===== config.mk =====
export PLATFORM = sky130hd
export DESIGN_NAME = rr_mux4_flat
export DESIGN_NICKNAME = d
export VERILOG_FILES = /design/src/rtl/mux_pkg.sv /design/src/rtl/rr_mux4_if.sv /design/src/rtl/rr_arb4.sv /design/src/rtl/rr_mux4.sv /design/src/flat_wrapper.sv
export SDC_FILE = /design/constraint.sdc
export NUM_CORES = 1
export LEC_CHECK = 0
export ABC_AREA = 0
export BUFFER_PORTS_ARGS = -buffer_cell sky130_fd_sc_hd__buf_2
export CORE_UTILIZATION = 41
export DETAILED_ROUTE_END_ITERATION = 16
export GPL_TIMING_DRIVEN = 1
export PLACE_DENSITY = 0.85
export RECOVER_POWER = 25
export SLEW_MARGIN = 20
export SYNTH_ARGS = -nofsm -noshare
export SYNTH_HDL_FRONTEND = slang
export SYNTH_SLANG_ARGS = --single-unit

===== constraint.sdc =====
create_clock -name clk -period 4 [get_ports clk]
set_input_delay 0.4 -clock clk [delete_from_list [all_inputs] [get_ports clk]]
set_output_delay 0.4 -clock clk [all_outputs]
set_load 0.005 [all_outputs]

===== src/rtl/mux_pkg.sv =====
// Shared mux/demux types: source-select width, source count and the round-robin pick.
// The sel_t encoding matches the 1-to-4 demux select (bit 1 = S1, bit 0 = S0).
package mux_pkg;
  localparam int SEL_W = 2;
  localparam int N_SRC = 4;

  typedef logic [SEL_W-1:0] sel_t;

  typedef enum logic {
    ST_EMPTY = 1'b0,
    ST_FULL  = 1'b1
  } state_t;

  // Walks from farthest offset (last itself) down to last+1 so the nearest requester wins.
  function automatic sel_t rr_pick(input logic [N_SRC-1:0] req, input sel_t last);
    sel_t pick;
    sel_t idx;
    pick = last;
    for (int k = N_SRC; k >= 1; k--) begin
      idx = last + sel_t'(k);
      if (req[idx]) pick = idx;
    end
    return pick;
  endfunction
endpackage


===== src/rtl/rr_mux4_if.sv =====
// Four-source valid/ready bundle merged into one tagged output stream.
// master drives the sources and the sink ready; slave is the multiplexer.
interface rr_mux4_if #(parameter int W = 8);
  import mux_pkg::*;

  logic [N_SRC-1:0]   in_valid;
  logic [N_SRC-1:0]   in_ready;
  logic [N_SRC*W-1:0] in_data;
  logic               out_valid;
  logic               out_ready;
  logic [W-1:0]       out_data;
  sel_t               out_sel;

  modport master (
    output in_valid, in_data, out_ready,
    input  in_ready, out_valid, out_data, out_sel
  );

  modport slave (
    input  in_valid, in_data, out_ready,
    output in_ready, out_valid, out_data, out_sel
  );
endinterface


===== src/rtl/rr_arb4.sv =====
// Combinational round-robin picker: zero latency, no state, no backpressure of its own.
// Search starts one past last; any reports whether sel is meaningful.
module rr_arb4
  import mux_pkg::*;
(
  input  logic [N_SRC-1:0] req,
  input  sel_t             last,
  output sel_t             sel,
  output logic             any
);
  always_comb begin
    sel = rr_pick(req, last);
    any = |req;
  end
endmodule


===== src/rtl/rr_mux4.sv =====
// 4:1 round-robin mux with a registered, source-tagged output; a word taken at edge N is
// visible right after N. Stalls all sources while the output is held; drains and loads on one edge.
module rr_mux4
  import mux_pkg::*;
#(
  parameter int W = 8
) (
  input  logic       clk,
  input  logic       rst_n,
  rr_mux4_if.slave   bus
);
  state_t       state_q, state_d;
  logic [W-1:0] out_data_q, out_data_d;
  sel_t         out_sel_q, out_sel_d;
  sel_t         last_q, last_d;
  sel_t         sel;
  logic         any;
  logic         load;
  logic         gnt;

  rr_arb4 u_arb (
    .req  (bus.in_valid),
    .last (last_q),
    .sel  (sel),
    .any  (any)
  );

  // rst_n gates the grant so nothing is handed a ready while reset is asserted.
  always_comb begin
    load         = (state_q == ST_EMPTY) || bus.out_ready;
    gnt          = rst_n && load && any;
    state_d      = state_q;
    out_data_d   = out_data_q;
    out_sel_d    = out_sel_q;
    last_d       = last_q;
    bus.in_ready = '0;
    if (gnt) begin
      bus.in_ready = {{(N_SRC-1){1'b0}}, 1'b1} << sel;
      out_data_d   = bus.in_data[W*int'(sel) +: W];
      out_sel_d    = sel;
      last_d       = sel;
      state_d      = ST_FULL;
    end else if (bus.out_ready) begin
      state_d = ST_EMPTY;
    end
  end

  always_ff @(posedge clk) begin
    if (!rst_n) begin
      state_q    <= ST_EMPTY;
      out_data_q <= '0;
      out_sel_q  <= '0;
      last_q     <= sel_t'(N_SRC - 1);
    end else begin
      state_q    <= state_d;
      out_data_q <= out_data_d;
      out_sel_q  <= out_sel_d;
      last_q     <= last_d;
    end
  end

  assign bus.out_valid = (state_q == ST_FULL);
  assign bus.out_data  = out_data_q;
  assign bus.out_sel   = out_sel_q;
endmodule


===== src/flat_wrapper.sv =====
// flat-port wrapper written by rule: the top's interface ports become plain ports
module rr_mux4_flat import mux_pkg::*;
#(
  parameter int W = 8
)
  (clk, rst_n, bus_in_valid, bus_in_data, bus_out_ready, bus_in_ready, bus_out_valid, bus_out_data, bus_out_sel);
  rr_mux4_if #(.W(W)) bus_i ();
  input  logic clk;
  input  logic rst_n;
  input wire logic [$bits(bus_i.in_valid)-1:0] bus_in_valid;
  input wire logic [$bits(bus_i.in_data)-1:0] bus_in_data;
  input wire logic [$bits(bus_i.out_ready)-1:0] bus_out_ready;
  output wire logic [$bits(bus_i.in_ready)-1:0] bus_in_ready;
  output wire logic [$bits(bus_i.out_valid)-1:0] bus_out_valid;
  output wire logic [$bits(bus_i.out_data)-1:0] bus_out_data;
  output wire logic [$bits(bus_i.out_sel)-1:0] bus_out_sel;
  assign bus_i.in_valid = bus_in_valid;
  assign bus_i.in_data = bus_in_data;
  assign bus_i.out_ready = bus_out_ready;
  assign bus_in_ready = bus_i.in_ready;
  assign bus_out_valid = bus_i.out_valid;
  assign bus_out_data = bus_i.out_data;
  assign bus_out_sel = bus_i.out_sel;
  rr_mux4 #(.W(W)) u_core (.clk(clk), .rst_n(rst_n), .bus(bus_i));
endmodule

* After elaboration in Yosys (flattened, before gate mapping)
Cells that the tools add are included.
Operators by class: $add $sub $neg 3, order comparisons 3, shift operators 2, mux-type cells 12, bitwise gates (word level) 1, reduce and logical (&&, ||, !) cells 5
Operator list (count):
- $shiftx 32x6->8 | 1
- $lt 2x3->1 const B | 3
- $bmux 1 s2 | 3
- $mux 2 | 3
- $mux 1 | 5
- $add 2x2->2 const B | 2
- $mux 4 | 1
- $reduce_or 4->1 | 1
- $shl 1x2->4 const A | 1
- $add 2x1->2 const B | 1
- $logic_and 1x1->1 | 2
- $reduce_bool 2->1 | 1
- $logic_or 1x1->1 | 1
- $not 1->1 | 1
Storage, ports and cells: register bits 13, output and inout bits 15, word-level logic and storage cells 30

* Logic depth before layout (Yosys ltp)
depth after elaboration 8, depth in mapped cells 7

* Modules after synthesis
From an unflattened synthesis, not the netlist that was laid out.
Unflattened totals: cells, all modules 85, area, all modules 784.5 um2
Modules (own cells, without submodules):
- rr_mux4 | times used 1, cells each 71, area an instance 711.9 um2, seq. area each 260.2 um2
- rr_arb4 | times used 1, cells each 14, area an instance 72.6 um2, seq. area each 0.0 um2

* Worst setup path before layout
Ideal clock, no wire load.
path type in2reg, start in bus_in_valid[3], end reg u_core.out_data_q[0] (netlist: u_core.bus.out_data[0]), arrival 1778 ps, slack 2102 ps, stages on the path 7, cells stage by stage nor2b_2 -> o21a_1 -> buf_6 -> nor3_4 -> buf_6 -> mux2_4 -> a211o_1
On the way: cells in the longest elaborated chain, start to end 6, elaborated cells on any way between the ends 12
RTL lines:
- start: declaration | RTL line flat_wrapper.sv:10 | input wire logic [$bits(bus_i.in_valid)-1:0] bus_in_valid;
- $bmux 1 s2 | RTL line mux_pkg.sv:21 | if (req[idx]) pick = idx;
- $mux 1 (implied by the code) | RTL line mux_pkg.sv:21
- $mux 2 (3 in series) | RTL line mux_pkg.sv:21
- $shiftx 32x6->8 | RTL line rr_mux4.sv:39 | out_data_d = bus.in_data[W*int'(sel) +: W];
- end signal: assignment | RTL line rr_mux4.sv:56 | out_data_q <= out_data_d;
- end: declaration | RTL line rr_mux4.sv:13 | logic [W-1:0] out_data_q, out_data_d;
Several ways; a longest one is shown, not always the timed one. The select of a mux whose other input is x is not followed. A chain may end at the register's enable or synchronous reset.

* Final worst setup path
start reg u_core.last_q[0], end out bus_in_ready[3]
On the way: cells in the longest elaborated chain, start to end 8, elaborated cells on any way between the ends 14
RTL lines:
- start: declaration | RTL line rr_mux4.sv:15 | sel_t last_q, last_d;
- start signal: assignment | RTL line rr_mux4.sv:53 | last_q <= sel_t'(N_SRC - 1);
- start signal: assignment | RTL line rr_mux4.sv:58 | last_q <= last_d;
- $add 2x2->2 | RTL line mux_pkg.sv:20 | idx = last + sel_t'(k);
- $bmux 1 s2 | RTL line mux_pkg.sv:21
- $mux 1 (implied by the code) | RTL line mux_pkg.sv:21
- $mux 2 (2 in series) | RTL line mux_pkg.sv:21
- $mux 2 * | RTL line mux_pkg.sv:21
- $shl 1x2->4 * | RTL line rr_mux4.sv:38 | bus.in_ready = {{(N_SRC-1){1'b0}}, 1'b1} << sel;
- $mux 4 * | RTL line rr_mux4.sv:37 | if (gnt) begin
- end: declaration | RTL line flat_wrapper.sv:13 | output wire logic [$bits(bus_i.in_ready)-1:0] bus_in_ready;
Mark *: on every way between the ends. The rest lies on a longest branch, timed or not. The select of a mux whose other input is x is not followed.

==> results.cfg <==
[clock_network]
cts-htree-levels = 1
postCtsSetupRepairBufs = 0
cts-hold-fix-buffers = 0
cts.reportedPaths.clkPinSlew_ps = 80
tritoncts = yes
worst_skew_pair.late_latency_ps = 270
clock_path_buffers = 2
cts_inserted_buffers = 3
ctsResizeCount = 0
cts-root-buf = clkbuf_4
clock_sink_count = 13

[worst_hold_path]
hold_class = input port to register
min_delay_path_depth = 3
hold_path_end = u_core.bus.out_data[3]
hold_wc_startpoint = bus_in_data[11]

[floorplanning]
top_level_pins = 54
initial_utilization_pct = 45.0
placementRows = 16
design.core.area_um2 = 2040
floorplan.die.height_um = 49.4
die_x_um = 49.4
die-area_um2 = 2440

[timing]
worstMarginPinSlew_ps = 599
finalSetupViolCount = 0
pins_over_slew_limit = 0
time_the_worst_path_needs_with_i_o_delays_and_setup_ps = 2340
layout_setup_ws_ps = 1660
fin_worst_skew_ps = 5.79
finalSetupTns_ps = 0
final_hold_viol_count = 0
maxClockFrequency_mhz = 427
unrepaired_setup_endpoints_after_global_routing = false
slew_headroom_pct = 60.0
period_share_pct = 58.6

[synthesis]
synthesized_area_um2 = 920
synthesis.nets = 147
synth-seq-cells = 13
avgSynthCellArea_um2 = 8.52
yosys_warnings = 0
post_synth_num_cell_types = 32
post_synthesis_cells = 108
seq_area_frac_synth_pct = 28.3

[placed_design]
dp_worst_slack_ps = 1650
dpl.hpwl_um = 1980
globalplace.congestion = 0.798
post_dp_cell_area_um2 = 1170
placement.io_buffers = 53

[grt]
grt_overflow = 0
antenna_found_initial = 0
largest_net_degree_at_the_start_of_global_routing = 17
grt_pass1_wl_um = 4010
grt_use_total_pct = 21.0
via_count_of_the_first_global_routing_pass = 914

[power_and_ir_drop]
leakagePower_nw = 0.628
power.density_nw_per_um2 = 316
total_power_w = 0.000378
irDropWorstVdd_mv = 0.215

[worst_setup_path]
critPathArrivalTime_ps = 1940
number_of_cell_instances_on_the_worst_register_to_register_path = 5
cp_data_required_time_ps = 3600
critical_path.reg2reg.endpoint = u_core.bus.out_data[6]
worst_setup_path_end_kind = primary output
crit_fanout = 11
critical_path.reg2reg.startpoint = u_core.last_q[0]
regToRegSetupSlack_ps = 1810
worst_setup_path_start_kind = register
classification_of_the_worst_setup_path = register to primary output

[route]
dr.pass1.iters = 4
dr_total_vias = 1052
avgViaCountPerCell = 5.69
route.antenna.remaining_nets = 0
drc = 0
drt-total-wl_um = 2450
routed_wire_length_per_instance_um = 13.3
first_iter_violations = 63

[job]
max-cap-violations = 0

[final_layout]
final_nets = 198
post_synthesis_to_final_layout_area_growth_pct = 29.8
nFillCells = 201
antenna_cells_inserted = 0
post_route_cells_drive_above_1_share_pct = 39.2
finish.instance_area_um2 = 1190
final_util_pct = 58.5

[status]
outcome = complete, no violations
## cells in the final DEF, fill, tap and decap left out, types with 3 or more instances in the layout
| cell | n |
|---|---|
| nor2b_1 | 3 |
| o31ai_1 | 8 |
| mux2i_1 | 4 |
| mux2_4 | 3 |
| nand3_1 | 6 |
| a21oi_1 | 6 |
| o21ai_1 | 3 |
| buf_2 | 51 |
| and3_1 | 5 |
| o211ai_1 | 4 |
| nand4_1 | 8 |
| nor2_1 | 11 |
| a211o_1 | 4 |
| clkbuf_1 | 3 |
| clkbuf_4 | 3 |
| dfxtp_1 | 13 |
| a21o_1 | 4 |
## layer usage
metal / part of all wire, % / vias up / track usage (%) / routed length (µm)
met4: 1.3 / 0 / 9.80 / 33
met1: 42 / 479 / 27.3 / 1030
met3: 9.5 / 4 / 3.74 / 234
met2: 47 / 54 / 33.1 / 1160
met5: 0 / - / 0 / 0
li1: - / 515 / - / -
## cells in the mapped netlist, drive strengths merged
library cell	instances	area (µm²)
o31ai	8	60.1
and3	5	31.3
nor4	1	6.26
nor2	11	41.3
nor2b	5	41.3
o21ba	1	10.0
and2	1	6.26
clkbuf	3	11.3
a21o	4	30.0
o21ai	5	25.0
or3b	1	8.76
o211ai	4	30.0
a21oi	6	30.0
a21boi	1	7.51
nand4	9	62.6
mux2	4	56.3
nand2	2	7.51
nor3	1	16.3
o21a	1	7.51
nand3	6	30.0
o21bai	2	15.0
nand2b	2	12.5
dfxtp	13	260
a211o	4	35.0
mux2i	4	40.0
buf	4	37.5
## critical path, stage by stage, from the launching register on
cell,delay [ps]
dfxtp_1,440
nor2b_2,80
o21a_1,320
nor3_4,550
nor2_1,110
buf_2,150
## metrics by stage
step	hold WS (ps)	cells
global placement	480	181
CTS	423	185
global route	442	185
floorplan	484	108
detailed placement	485	181
finish	421	185
## power by group
group | switching [W] | internal [W]
Clock | 0.0000429 | 0.0000386
Sequential | 0.0000111 | 0.000147
Combinational | 0.0000696 | 0.0000679
## cell families after synthesis
logic type	share of synthesized area (%)
AND/OR/NAND/NOR	28.7
AO/OA/AOI/OAI	27.2
flip-flops	28.3
multiplexers	10.5
buffers and inverters	5.31
## worst max-delay path by stage
stage	start	endpoint	slack, ps
2_1_floorplan	bus_in_valid[3]	u_core.bus.out_data[0]	2100
3_3_place_gp	bus_in_valid[3]	u_core.bus.out_data[6]	1700
3_5_place_dp	bus_in_valid[3]	u_core.bus.out_data[6]	1650
4_1_cts	u_core.last_q[0]	bus_in_ready[1]	1660
5_1_grt	u_core.last_q[0]	bus_in_ready[3]	1550
6_report	u_core.last_q[0]	bus_in_ready[3]	1660
## layout make-up
cell class              instances  area (µm²)  share of cell area (%)
clock buffers                   4        26.3                    2.20
multi-input cells              88         611                    51.2
flip-flops and latches         13         260                    21.8
well taps                      27        33.8                    2.83
repair buffers                 53         263                    22.0
## state kept, by name, summed over array words and instances (netlist names)
signal and cells:
u_core.last_q 2, u_core.bus.out_sel 2, u_core.bus.out_valid 1, u_core.bus.out_data 8
Power figures use the tool's default switching activity.
